`src/rtl/msp430_trace_pkg.sv`:
```
// Shared types for the instruction-trace capture block: FSM encoding and the captured entry layout.
package msp430_trace_pkg;

    localparam int TRACE_W = 33;

    typedef enum logic [1:0] {
        IDLE  = 2'd0,
        ARMED = 2'd1,
        POST  = 2'd2,
        DONE  = 2'd3
    } trace_state_e;

    typedef struct packed {
        logic        irq;
        logic [15:0] pc;
        logic [15:0] ir;
    } trace_entry_t;

endpackage

```
`src/rtl/msp430_trace_ram.sv`:
```
// Trace storage: DEPTH x TRACE_W register array with one sync write and one sync read port.
// Read data appears one cycle after re and holds otherwise; array contents are not reset.
module msp430_trace_ram
    import msp430_trace_pkg::*;
#(
    parameter int DEPTH = 16,
    parameter int AW    = $clog2(DEPTH)
) (
    input  logic          clk,
    input  logic          rst,
    input  logic          we,
    input  logic [AW-1:0] waddr,
    input  trace_entry_t  wdata,
    input  logic          re,
    input  logic [AW-1:0] raddr,
    output trace_entry_t  rdata
);

    trace_entry_t mem [DEPTH];

    always_ff @(posedge clk) begin
        if (we) begin
            mem[waddr] <= wdata;
        end
    end

    always_ff @(posedge clk or posedge rst) begin
        if (rst) begin
            rdata <= '0;
        end else if (re) begin
            rdata <= mem[raddr];
        end
    end

endmodule

```
`src/rtl/msp430_trace_ctrl.sv`:
```
// Instruction-trace controller: circular capture on decode, arm/trigger/post-trigger, then host drain.
// Capture lands on the decode edge; reads return one cycle after rd_req, back-to-back, only in IDLE/DONE.
module msp430_trace_ctrl
    import msp430_trace_pkg::*;
#(
    parameter int DEPTH = 16,
    parameter int AW    = $clog2(DEPTH)
) (
    input  logic               mclk,
    input  logic               puc_rst,
    input  logic               decode,
    input  logic [15:0]        pc,
    input  logic [15:0]        ir,
    input  logic               irq_detect,
    input  logic               arm,
    input  logic               disarm,
    input  logic               trig_en,
    input  logic [15:0]        trig_pc,
    input  logic [AW-1:0]      post_cnt,
    input  logic               rd_req,
    output logic               rd_valid,
    output logic [TRACE_W-1:0] rd_data,
    output logic [AW:0]        level,
    output logic [1:0]         state,
    output logic               trig_hit,
    output logic               done
);

    localparam int LW = AW + 1;
    localparam logic [LW-1:0] LVL_FULL = LW'(DEPTH);
    localparam logic [LW-1:0] LVL_ONE  = LW'(1);
    localparam logic [AW-1:0] PTR_ONE  = AW'(1);

    trace_state_e  state_q, state_d;
    logic [AW-1:0] wr_ptr_q, rd_ptr_q, post_q;
    logic [LW-1:0] level_q;
    logic          trig_hit_q, rd_valid_q;
    logic          capturing, capture, trigger, rd_en, arm_go;
    trace_entry_t  wr_entry, rd_entry;

    // disarm outranks arm, and either one suppresses a same-edge capture
    assign arm_go    = arm & ~disarm;
    assign capturing = (state_q == ARMED) || (state_q == POST);
    assign capture   = decode & capturing & ~arm & ~disarm;
    assign trigger   = capture & (state_q == ARMED) & trig_en & (pc == trig_pc);
    assign rd_en     = rd_req & ~arm_go & (level_q != '0) &
                       ((state_q == IDLE) || (state_q == DONE));

    assign wr_entry = '{irq: irq_detect, pc: pc, ir: ir};

    always_ff @(posedge mclk or posedge puc_rst) begin
        if (puc_rst) begin
            state_q <= IDLE;
        end else begin
            state_q <= state_d;
        end
    end

    always_comb begin
        state_d = state_q;
        if (disarm) begin
            state_d = IDLE;
        end else if (arm) begin
            state_d = ARMED;
        end else begin
            case (state_q)
                ARMED: begin
                    if (trigger) begin
                        state_d = (post_cnt == '0) ? DONE : POST;
                    end
                end
                POST: begin
                    if (capture && (post_q == PTR_ONE)) begin
                        state_d = DONE;
                    end
                end
                default: state_d = state_q;
            endcase
        end
    end

    always_comb begin
        state    = state_q;
        done     = (state_q == DONE);
        trig_hit = trig_hit_q;
        rd_valid = rd_valid_q;
        level    = level_q;
    end

    always_ff @(posedge mclk or posedge puc_rst) begin
        if (puc_rst) begin
            post_q     <= '0;
            trig_hit_q <= 1'b0;
            rd_valid_q <= 1'b0;
        end else begin
            trig_hit_q <= trigger;
            rd_valid_q <= rd_en;
            if (trigger) begin
                post_q <= post_cnt;
            end else if (capture && (state_q == POST)) begin
                post_q <= post_q - PTR_ONE;
            end
        end
    end

    // When full, a new capture pushes the read pointer so the oldest entry is overwritten
    always_ff @(posedge mclk or posedge puc_rst) begin
        if (puc_rst) begin
            wr_ptr_q <= '0;
            rd_ptr_q <= '0;
            level_q  <= '0;
        end else if (arm_go) begin
            wr_ptr_q <= '0;
            rd_ptr_q <= '0;
            level_q  <= '0;
        end else if (capture) begin
            wr_ptr_q <= wr_ptr_q + PTR_ONE;
            if (level_q == LVL_FULL) begin
                rd_ptr_q <= rd_ptr_q + PTR_ONE;
            end else begin
                level_q <= level_q + LVL_ONE;
            end
        end else if (rd_en) begin
            rd_ptr_q <= rd_ptr_q + PTR_ONE;
            level_q  <= level_q - LVL_ONE;
        end
    end

    msp430_trace_ram #(
        .DEPTH (DEPTH),
        .AW    (AW)
    ) u_ram (
        .clk   (mclk),
        .rst   (puc_rst),
        .we    (capture),
        .waddr (wr_ptr_q),
        .wdata (wr_entry),
        .re    (rd_en),
        .raddr (rd_ptr_q),
        .rdata (rd_entry)
    );

    assign rd_data = rd_entry;

endmodule
```
`config.mk`:
```
export PLATFORM = sky130hd
export DESIGN_NAME = msp430_trace_ctrl
export DESIGN_NICKNAME = d
export VERILOG_FILES = /design/src/rtl/msp430_trace_pkg.sv /design/src/rtl/msp430_trace_ram.sv /design/src/rtl/msp430_trace_ctrl.sv
export SDC_FILE = /design/constraint.sdc
export NUM_CORES = 1
export LEC_CHECK = 0
export BUFFER_PORTS_ARGS = -buffer_cell sky130_fd_sc_hd__buf_2
export CELL_PAD_IN_SITES_DETAIL_PLACEMENT = 1
export CELL_PAD_IN_SITES_GLOBAL_PLACEMENT = 2
export CORE_MARGIN = 2
export CORE_UTILIZATION = 35
export DETAILED_ROUTE_END_ITERATION = 12
export GPL_TIMING_DRIVEN = 0
export PLACE_DENSITY = 0.65
export SYNTH_ARGS = -nofsm -noshare
export SYNTH_HDL_FRONTEND = slang
export SYNTH_SLANG_ARGS = --single-unit
```
`constraint.sdc`:
```
create_clock -name mclk -period 16.8 [get_ports mclk]
set_input_delay 0.84 -clock mclk [delete_from_list [all_inputs] [get_ports mclk]]
set_output_delay 0.84 -clock mclk [all_outputs]
set_load 0.01 [all_outputs]
```
Yosys cells after proc, flatten, opt, wreduce, memory -nomap -nowiden:

Memories as Yosys holds them, arrays and structs flattened. A register that Yosys moved wholly into a read port is not among the register bits.
Cells that the tools add are included.

* eq/ne operators: 10
* multiplexer cells: 20
* bitwise logic cells: 13
* reduce and logical (&&, ||, !) cells: 14
* $add $sub $neg: 5

Operator list (number)
* 2-to-1 mux 4 bit: 8
* 2-to-1 mux 5 bit: 4
* == test 16 bit: 1
* bitwise AND 1 bit: 10
* adder 4 x 1 -> 4 bit (second input constant): 2
* 2-to-1 mux 2 bit: 4
* != test 4 bit (second input constant): 2
* adder 5 x 1 -> 5 bit (second input constant): 1
* == test 5 bit (second input constant): 1
* nonzero test 5 bit: 1
* subtractor 5 x 1 -> 5 bit (second input constant): 1
* == test 2 bit (second input constant): 2
* == test 4 x 1 -> 1 bit (second input constant): 1
* logical NOT 4 bit: 1
* one-hot mux 2 bit (2 select lines): 1
* AND reduction 2 bit: 2
* nonzero test 2 bit: 2
* nonzero test 4 bit: 1
* subtractor 4 x 1 -> 4 bit (second input constant): 1
* 2-to-1 mux 1 bit: 3
* != test 3 x 1 -> 1 bit (second input constant): 1
* != test 3 bit (second input constant): 1
* NOT 1 bit: 3
* AND reduction 3 bit: 1
* 5 further kinds: 7

* memories: 1
* output and inout bits: 43
* logic and storage cells: 70
* register bits: 21
* input port bits: 60
* RAM bits: 528

Memories
* u_ram.mem: words 16, width 33, rd ports 1, clocked after Yosys merged registers in 1, write ports 1, line msp430_trace_ram.sv:19 `trace_entry_t mem [DEPTH];`

Logic depth before layout (Yosys ltp):

Gate-level depths: netlist (run 1).

* depth after elaboration: 12
* depth in mapped cells: 12

Modules after synthesis:

From an unflattened synthesis (run 1), not the netlist that was laid out.

* cells, all modules: 1067
* area total of the unflattened synthesis: 22695.5 µm²

Modules (own cells, without submodules)
* msp430_trace_ram: cells an instance 904, area each 21154.0 µm², instances 1
* msp430_trace_ctrl: cells an instance 163, area each 1541.5 µm², instances 1

Worst setup path before layout (run 1):

No wires, ideal clock.

* kind: reg-to-reg
* from: register state_q[0] (netlist: state[0])
* to: memory u_ram.mem[0][0] in the netlist's numbering (enable)
* cell stages (with the launch flop): 8
* clock period less this slack: 5487 ps
* path slack: 11313 ps
* buffers on the path: 2
* data arrival time: 4981 ps
* path through: dfrtp_1 -> inv_1 -> ha_1 -> nor4b_2 -> inv_1 -> clkbuf_1 -> clkbuf_1 -> nor4_1

* longest elaborated chain between the ends: 7

RTL lines
* start: declaration: line msp430_trace_ctrl.sv:34 `trace_state_e state_q, state_d;`
* start signal: assignment: line msp430_trace_ctrl.sv:55 `state_q <= state_d;`
* == test 2 x 1 -> 1 bit / == test 2 bit (equally long branches): line msp430_trace_ctrl.sv:43 `assign capturing = (state_q == ARMED) || (state_q == POST);`
* logical OR 1 bit *: line msp430_trace_ctrl.sv:43
* bitwise AND 1 bit * (3 in series): line msp430_trace_ctrl.sv:44 `assign capture = decode & capturing & ~arm & ~disarm;`
* 2-to-1 mux 1 bit *: line msp430_trace_ram.sv:22 `if (we) begin`
* 2-to-1 mux 1 bit (implied by the code) *: line msp430_trace_ram.sv:23 `mem[waddr] <= wdata;`
* end: declaration: line msp430_trace_ram.sv:19

Every way passes the cells marked *; elsewhere a longest branch is shown, timed or not.

Final worst setup path (run 1):

* from: register state_q[0] (netlist: state[0])
* to: memory u_ram.mem[8][1] in the netlist's numbering (enable)

The elaborated chain is that of the path after synthesis.

==> results of run 1 <==
## area by class of cell
| cell class | instances | area share [%] |
|---|---|---|
| inverter | 18 | 0.262 |
| clock buffer | 88 | 6.15 |
| multi-input combinational | 347 | 19.5 |
| clock inverter | 24 | 0.664 |
| timing repair buffer | 161 | 4.05 |
| tap | 855 | 4.00 |
| buffer | 46 | 1.04 |
| antenna | 1 | 0.00935 |
| sequential | 582 | 64.3 |
## stage by stage
stage	instance area (sq um)	utilization, %	worst slack, ns
2_1_floorplan	22700	-	11.31
3_3_place_gp	24300	37.8	5.93
3_5_place_dp	24900	38.8	12.61
4_1_cts	26800	41.7	12.70
5_1_grt	26800	41.7	12.52
6_report	26800	41.7	12.69
## kinds of logic (layout without fill, tap and decap cells)
| logic type | Yosys count | count (layout) | synth area share (%) |
|---|---|---|---|
| multiplexers | 202 | 202 | 18.2 |
| XOR/XNOR | 26 | 26 | 1.00 |
| AND/OR/NAND/NOR | 71 | 71 | 1.70 |
| AO/OA/AOI/OAI | 34 | 34 | 0.954 |
| other | 0 | 1 | 0 |
| flip-flops | 582 | 582 | 75.8 |
| adder cells (fa/ha/maj) | 14 | 14 | 0.772 |
| buffers and inverters | 64 | 337 | 1.53 |
## per-layer routing
layer  part of all wire (%)  routed length [microns]
met1                     45                    24900
met3                    3.6                     2020
met5                  0.032                       18
met2                     50                    27900
met4                    1.6                      912
## power groups by stage
stage	Combinational, mW	Clock [mW]	Sequential, mW
2_1_floorplan	0.565	0	1.72
3_3_place_gp	0.858	0	1.69
3_5_place_dp	0.871	0	1.70
4_1_cts	0.873	1.28	1.67
5_1_grt	0.914	1.33	1.67
6_report	0.843	1.25	1.67
## sequential cells by signal (all words and copies together), names as in the netlist
register,count
level,5
rd_valid,1
trig_hit,1
post_q,4
wr_ptr_q,4
rd_ptr_q,4
u_ram.rdata,33
state,2
u_ram.mem,528
## worst max path at each step
stage / start / endpoint / slack [ns] / cells past startpoint
final: state[0] / u_ram.mem[8][1] / 12.69 / 10
after global routing: state[0] / u_ram.mem[8][1] / 12.52 / 10
after CTS: state[0] / u_ram.mem[8][3] / 12.70 / 10
after detailed placement: disarm / u_ram.mem[8][1] / 12.61 / 9
after global placement: disarm / u_ram.mem[0][31] / 5.93 / 6
after floorplan: state[0] / u_ram.mem[0][0] / 11.31 / 7
## cell usage in the layout (no fill, tap or decap), types with 6 or more instances in the layout
cell type / Yosys / final
clkbuf_1: 18 / 42
clkbuf_16: 0 / 60
edfxtp_1: 528 / 528
clkinv_2: 0 / 7
buf_12: 4 / 12
nand3_1: 9 / 9
buf_6: 3 / 6
o21ai_0: 10 / 10
nor4_2: 0 / 8
dfrtp_1: 54 / 54
buf_2: 15 / 117
nor2_1: 13 / 9
inv_1: 18 / 17
buf_4: 0 / 47
clkinv_1: 0 / 11
xnor2_1: 12 / 12
mux4_2: 165 / 165
mux2_2: 37 / 37
nor4_1: 16 / 8
buf_1: 6 / 6
xor2_1: 14 / 14
ha_1: 14 / 14
a21oi_1: 7 / 7
nand2_1: 13 / 13
==> results.md, run 1 <==
* M2 GR Usage at 28.4%
* Fill cells at 6095
* Routed Wire Length at 55800 microns
* Die area at 0.0669 sq mm
* Internal power at 2.77 mW
* Max Cap Violations at 0
* WP data arrival at 4.44 ns
* Die height at 259 microns
* Synthesis-to-finish area growth at 17.9%
* Number of setup buffers added after CTS at 0
* Yosys top cell area share at 69.9%
* Number of synthesized flops with an enable pin at 528
* Area leader, netlist: edfxtp_1
* WP buf/inv at 7
* CTS buffer count at 59
* Yosys warnings at 0
* Worst Tran Pin Value at 1.20 ns
* Cell family with most CP delay: simple AND/OR/NAND/NOR gates
* GRT Util Overall at 17.1%
* Number of nets produced by synthesis at 1067
* Row count at 93
* Startpoint types: flop
* Sequential power share at 44.3%
* Initial antenna violation count at 3
* Vias per cell at 5.07
* Combinational Power Share at 22.4%
* # setup viols final at 0
* DRC viols at 0
* CTS hold repair buffers at 0
* First-pass GRT wire length at 82400 microns
* Clk pin slew, worst setup/hold paths at 0.06 ns
* Crit-path slowest cell: nor4_2
* Synth area leaders: edfxtp_1, mux4_2, dfrtp_1
* Leakage power at 8.74 nW
* Net switching power at 0.984 mW
* Largest net degree at the start of global routing at 34
* Data required, critical path at 17.13 ns
* CP Cell Sequence: inv_1 -> ha_1 -> nor4b_2 -> inv_1 -> clkbuf_1 -> clkbuf_1 -> nor4_2 -> buf_6 -> buf_4 -> buf_4
* Fraction of layout cells with a size suffix above 1 at 37.9%
* Top-level I/O count at 103
* Worst R2R End: u_ram.mem[8][1]
* Multi-input gate area at 0.00522 sq mm
* Pre-Repair DR Iteration Count at 4
* Synth unique cells at 45
* Grt met3 use at 2.46%
* VDD IR max at 0.0000766 V
* Max-slew headroom at 20.3%
* Top-count cell post-synth: edfxtp_1
* Unrepaired setup endpoints after global routing: false
* Fin crit share at 24.5%
* Yosys reg bits at 582
* Worst Hold Class: in -> async
* Gr busiest metal: met2
* Syn avg cell area at 22.9 sq um
* Clk buf depth at 3
* Number of H-tree levels at 2
* Placed cells at 2009
* Sw frac at 26.2%
* Crit. End Element: flop
* Mapped Cells at 993
* Status: finished, final reports clean
* Worst skew pair latency at 0.62 ns
* Clock sink total at 582
* Root buf cell: clkbuf_16
* Final nets at 1289
* Iteration-0 DRC Markers at 793
* Drt wl/cell at 26.3 microns
* Fin crit period at 4.11 ns
* Largest fanout on the critical path at 12
* Finished Layout Cells at 2122
* Power density over the cells at 140 mW/mm^2
* Vias in the first global route at 11800
* Register area share after synthesis at 75.8%
* Setup CP Type: reg -> reg
* Detail Route Antenna Nets at 0
* F_max at 0.243 GHz
* Resized cells post-CTS at 0
* Die X at 259 microns
* R2R depth at 10
* Async set-or-reset flop fraction in the synthesized netlist at 9.28%
* Slew Limit Fails at 0
* Sequential Area at 0.0172 sq mm
* Clock network power share at 33.2%
* Vias after detailed routing at 10800
* Final Power at 3.76 mW
* GR Util met1 at 23.7%
* Setup tns final at 0 ns
* Port bufs at 102
* RePlAce Congestion at 0.717
* WHS at 0.217 ns
* R2R Setup Slk at 12.69 ns
* Worst R2R Start: state[0]
* CP peak stage delay at 0.81 ns
* Synthesized area at 0.0227 sq mm
* Hold Violations, Final at 0
* Starting Density at 35.3%
* GR Overflow Total at 0
* Total core area at 0.0642 sq mm
* Placed wire-length estimate at 37500 microns
* Synth cell count leaders: edfxtp_1, mux4_2, dfrtp_1
* Main synth FF type: edfxtp_1
* Clock skew at 0.0121 ns
* CTS tree: done
Power figures use the tool's default switching activity.
==> run 2, diff against run 1 <==
==> constraint.sdc (replaced) <==
create_clock -name mclk -period 3.8 [get_ports mclk]
set_input_delay 0.19 -clock mclk [delete_from_list [all_inputs] [get_ports mclk]]
set_output_delay 0.19 -clock mclk [all_outputs]
set_load 0.01 [all_outputs]
==> run 2 against run 1 <==
Worst setup slack got worse by 12 ns. Final area increased by 2.2%. Final cell count increased by 1.5%. Die area unchanged. Core utilization increased by 0.90 points. Sequential power increased to 4.4 times the previous value. Clock-buffer cell count decreased by 13. Flip-flop and latch count unchanged. Wire length increased by 3.4%. Largest power group unchanged. Highest routed layer unchanged.
==> results.md, run 2 (synthesized netlist as in run 1, its figures left out) <==
* First-pass GRT wire length at 84500 microns
* Largest fanout on the critical path at 12
* Port bufs at 102
* Crit-path slowest cell: nor4b_4
* Worst Hold Class: in -> async
* Final core utilization at 42.6%
* Starting Density at 35.3%
* Startpoint types: flop
* Setup tns final at 0 ns
* Detail Route Antenna Nets at 0
* Sequential power share at 43.8%
* RePlAce Congestion at 0.726
* Routed Wire Length at 57700 microns
* Power density over the cells at 616 mW/mm^2
* Slew Limit Fails at 0
* Clock network power share at 33.6%
* Pre-Repair DR Iteration Count at 5
* Die area at 0.0669 sq mm
* CTS tree: done
* Placed cells at 1987
* Largest net degree at the start of global routing at 34
* Final nets at 1324
* Die X at 259 microns
* Total core area at 0.0642 sq mm
* CP Cell Sequence: inv_1 -> ha_1 -> nor4b_4 -> inv_1 -> clkbuf_1 -> clkbuf_2 -> ha_1 -> or3_1 -> o21ai_0 -> o21ai_0 -> a31oi_1 -> o21bai_1
* Drt wl/cell at 26.8 microns
* Worst Tran Pin Value at 1.17 ns
* Clk pin slew, worst setup/hold paths at 0.06 ns
* Cell family with most CP delay: buffers and inverters
* Finished Layout Cells at 2154
* Vias after detailed routing at 11100
* Status: finished, final reports clean
* Clk buf depth at 3
* Design area at 0.0273 sq mm
* CP peak stage delay at 0.44 ns
* Top-level I/O count at 103
* Iteration-0 DRC Markers at 854
* Place WS at -0.212 ns
* Internal power at 12.4 mW
* WP buf/inv at 4
* Commonest non-fill, non-tap cells in the layout: edfxtp_1, mux4_2, buf_2
* Root buf cell: clkbuf_16
* Top reg by flops: u_ram.mem
* Data required, critical path at 4.32 ns
* Final Power at 16.8 mW
* WHS at 0.104 ns
* Unrepaired setup endpoints after global routing: false
* F_max at 0.292 GHz
* Post-DP Area at 0.0249 sq mm
* Fin crit share at 90.2%
* Vias per cell at 5.14
* Combinational Power Share at 22.6%
* Max-slew headroom at 21.8%
* Synthesis-to-finish area growth at 20.5%
* Vias in the first global route at 12000
* # setup viols final at 0
* Max Cap Violations at 0
* Row count at 93
* Clock skew at 0.0239 ns
* Most common cell after layout, fill and taps aside: edfxtp_1
* Setup CP Type: reg -> reg
* Net switching power at 4.47 mW
* Initial antenna violation count at 2
* Sw frac at 26.5%
* Die height at 259 microns
* GR Overflow Total at 0
* Fin crit period at 3.43 ns
* Worst skew pair latency at 0.63 ns
* Max FFs per register at 528
* Leakage power at 8.92 nW
* Worst setup margin at 0.374 ns
* Hold Violations, Final at 0
* Fraction of layout cells with a size suffix above 1 at 36.8%
* Placed wire-length estimate at 37400 microns
* Crit. End Element: flop
* WP data arrival at 3.94 ns
* CTS buffer count at 60
* VDD IR max at 0.000343 V
* GRT Util Overall at 17.6%
* Clock sink total at 582
* DRC viols at 0
* Number of H-tree levels at 2
## run 2: cell types whose count changed in the layout (fill, tap and decap cells not counted), moves of 3 or more
| cell | change |
|---|---|
| buf_6 | +23 |
| clkinv_1 | +4 |
| clkbuf_1 | -12 |
| buf_4 | -33 |
| dlygate4sd3_1 | +42 |
| nor4_2 | -8 |
| clkbuf_8 | -3 |
| nor4_4 | +8 |
## run 2: timing repair
item	CTS	global route
setup endpoints to repair	82	56
hold buffers	42	0
hold endpoints to repair	586	0
gates resized for setup	0	5
setup buffers	14	0
pin swaps	5	0
## run 2: per-layer routing
layer  vias up  wire [microns]  track usage (%)
met3        71            2580             2.81
met4         2            1350             5.23
met2       269           28500             28.9
li1       4723               -                -
met5         -              12                0
met1      6015           25300             24.3
## run 2: power groups by stage
stage               clock network (mW)  registers [mW]  logic (mW)
floorplan                            0            7.59        2.50
global placement                     0            7.50        3.80
detailed placement                   0            7.51        3.87
CTS                               5.79            7.38        3.91
global route                      5.99            7.41        4.11
finish                            5.66            7.37        3.81
## run 2: final timing paths
check | from | endpoint | slack (ns) | depth (start not counted)
max | state[0] | level[4] | 0.37 | 12
min | puc_rst | u_ram.rdata[24] | 0.10 | 3
max reg2reg | state[0] | level[4] | 0.37 | 12
min reg2reg | u_ram.rdata[0] | u_ram.rdata[0] | 0.50 | 1
max in group asynchronous | puc_rst | u_ram.rdata[14] | 3.17 | 4
min in group mclk | decode | wr_ptr_q[1] | 0.21 | 5
## run 2: worst min-delay path: stages
cell	delay (ns)
dlygate4sd3_1	0.53
buf_2	0.13
inv_4	0.27
## run 2: final cells by class
type | count | area (sq um)
multi-input cells | 347 | 5300
clock buffers | 75 | 1590
clock inverters | 34 | 270
flip-flops and latches | 582 | 17200
inverters | 18 | 70.1
well taps | 855 | 1070
plain buffers | 46 | 280
repair buffers | 195 | 1550
fillers | 6018 | 36900
diodes | 2 | 5.00
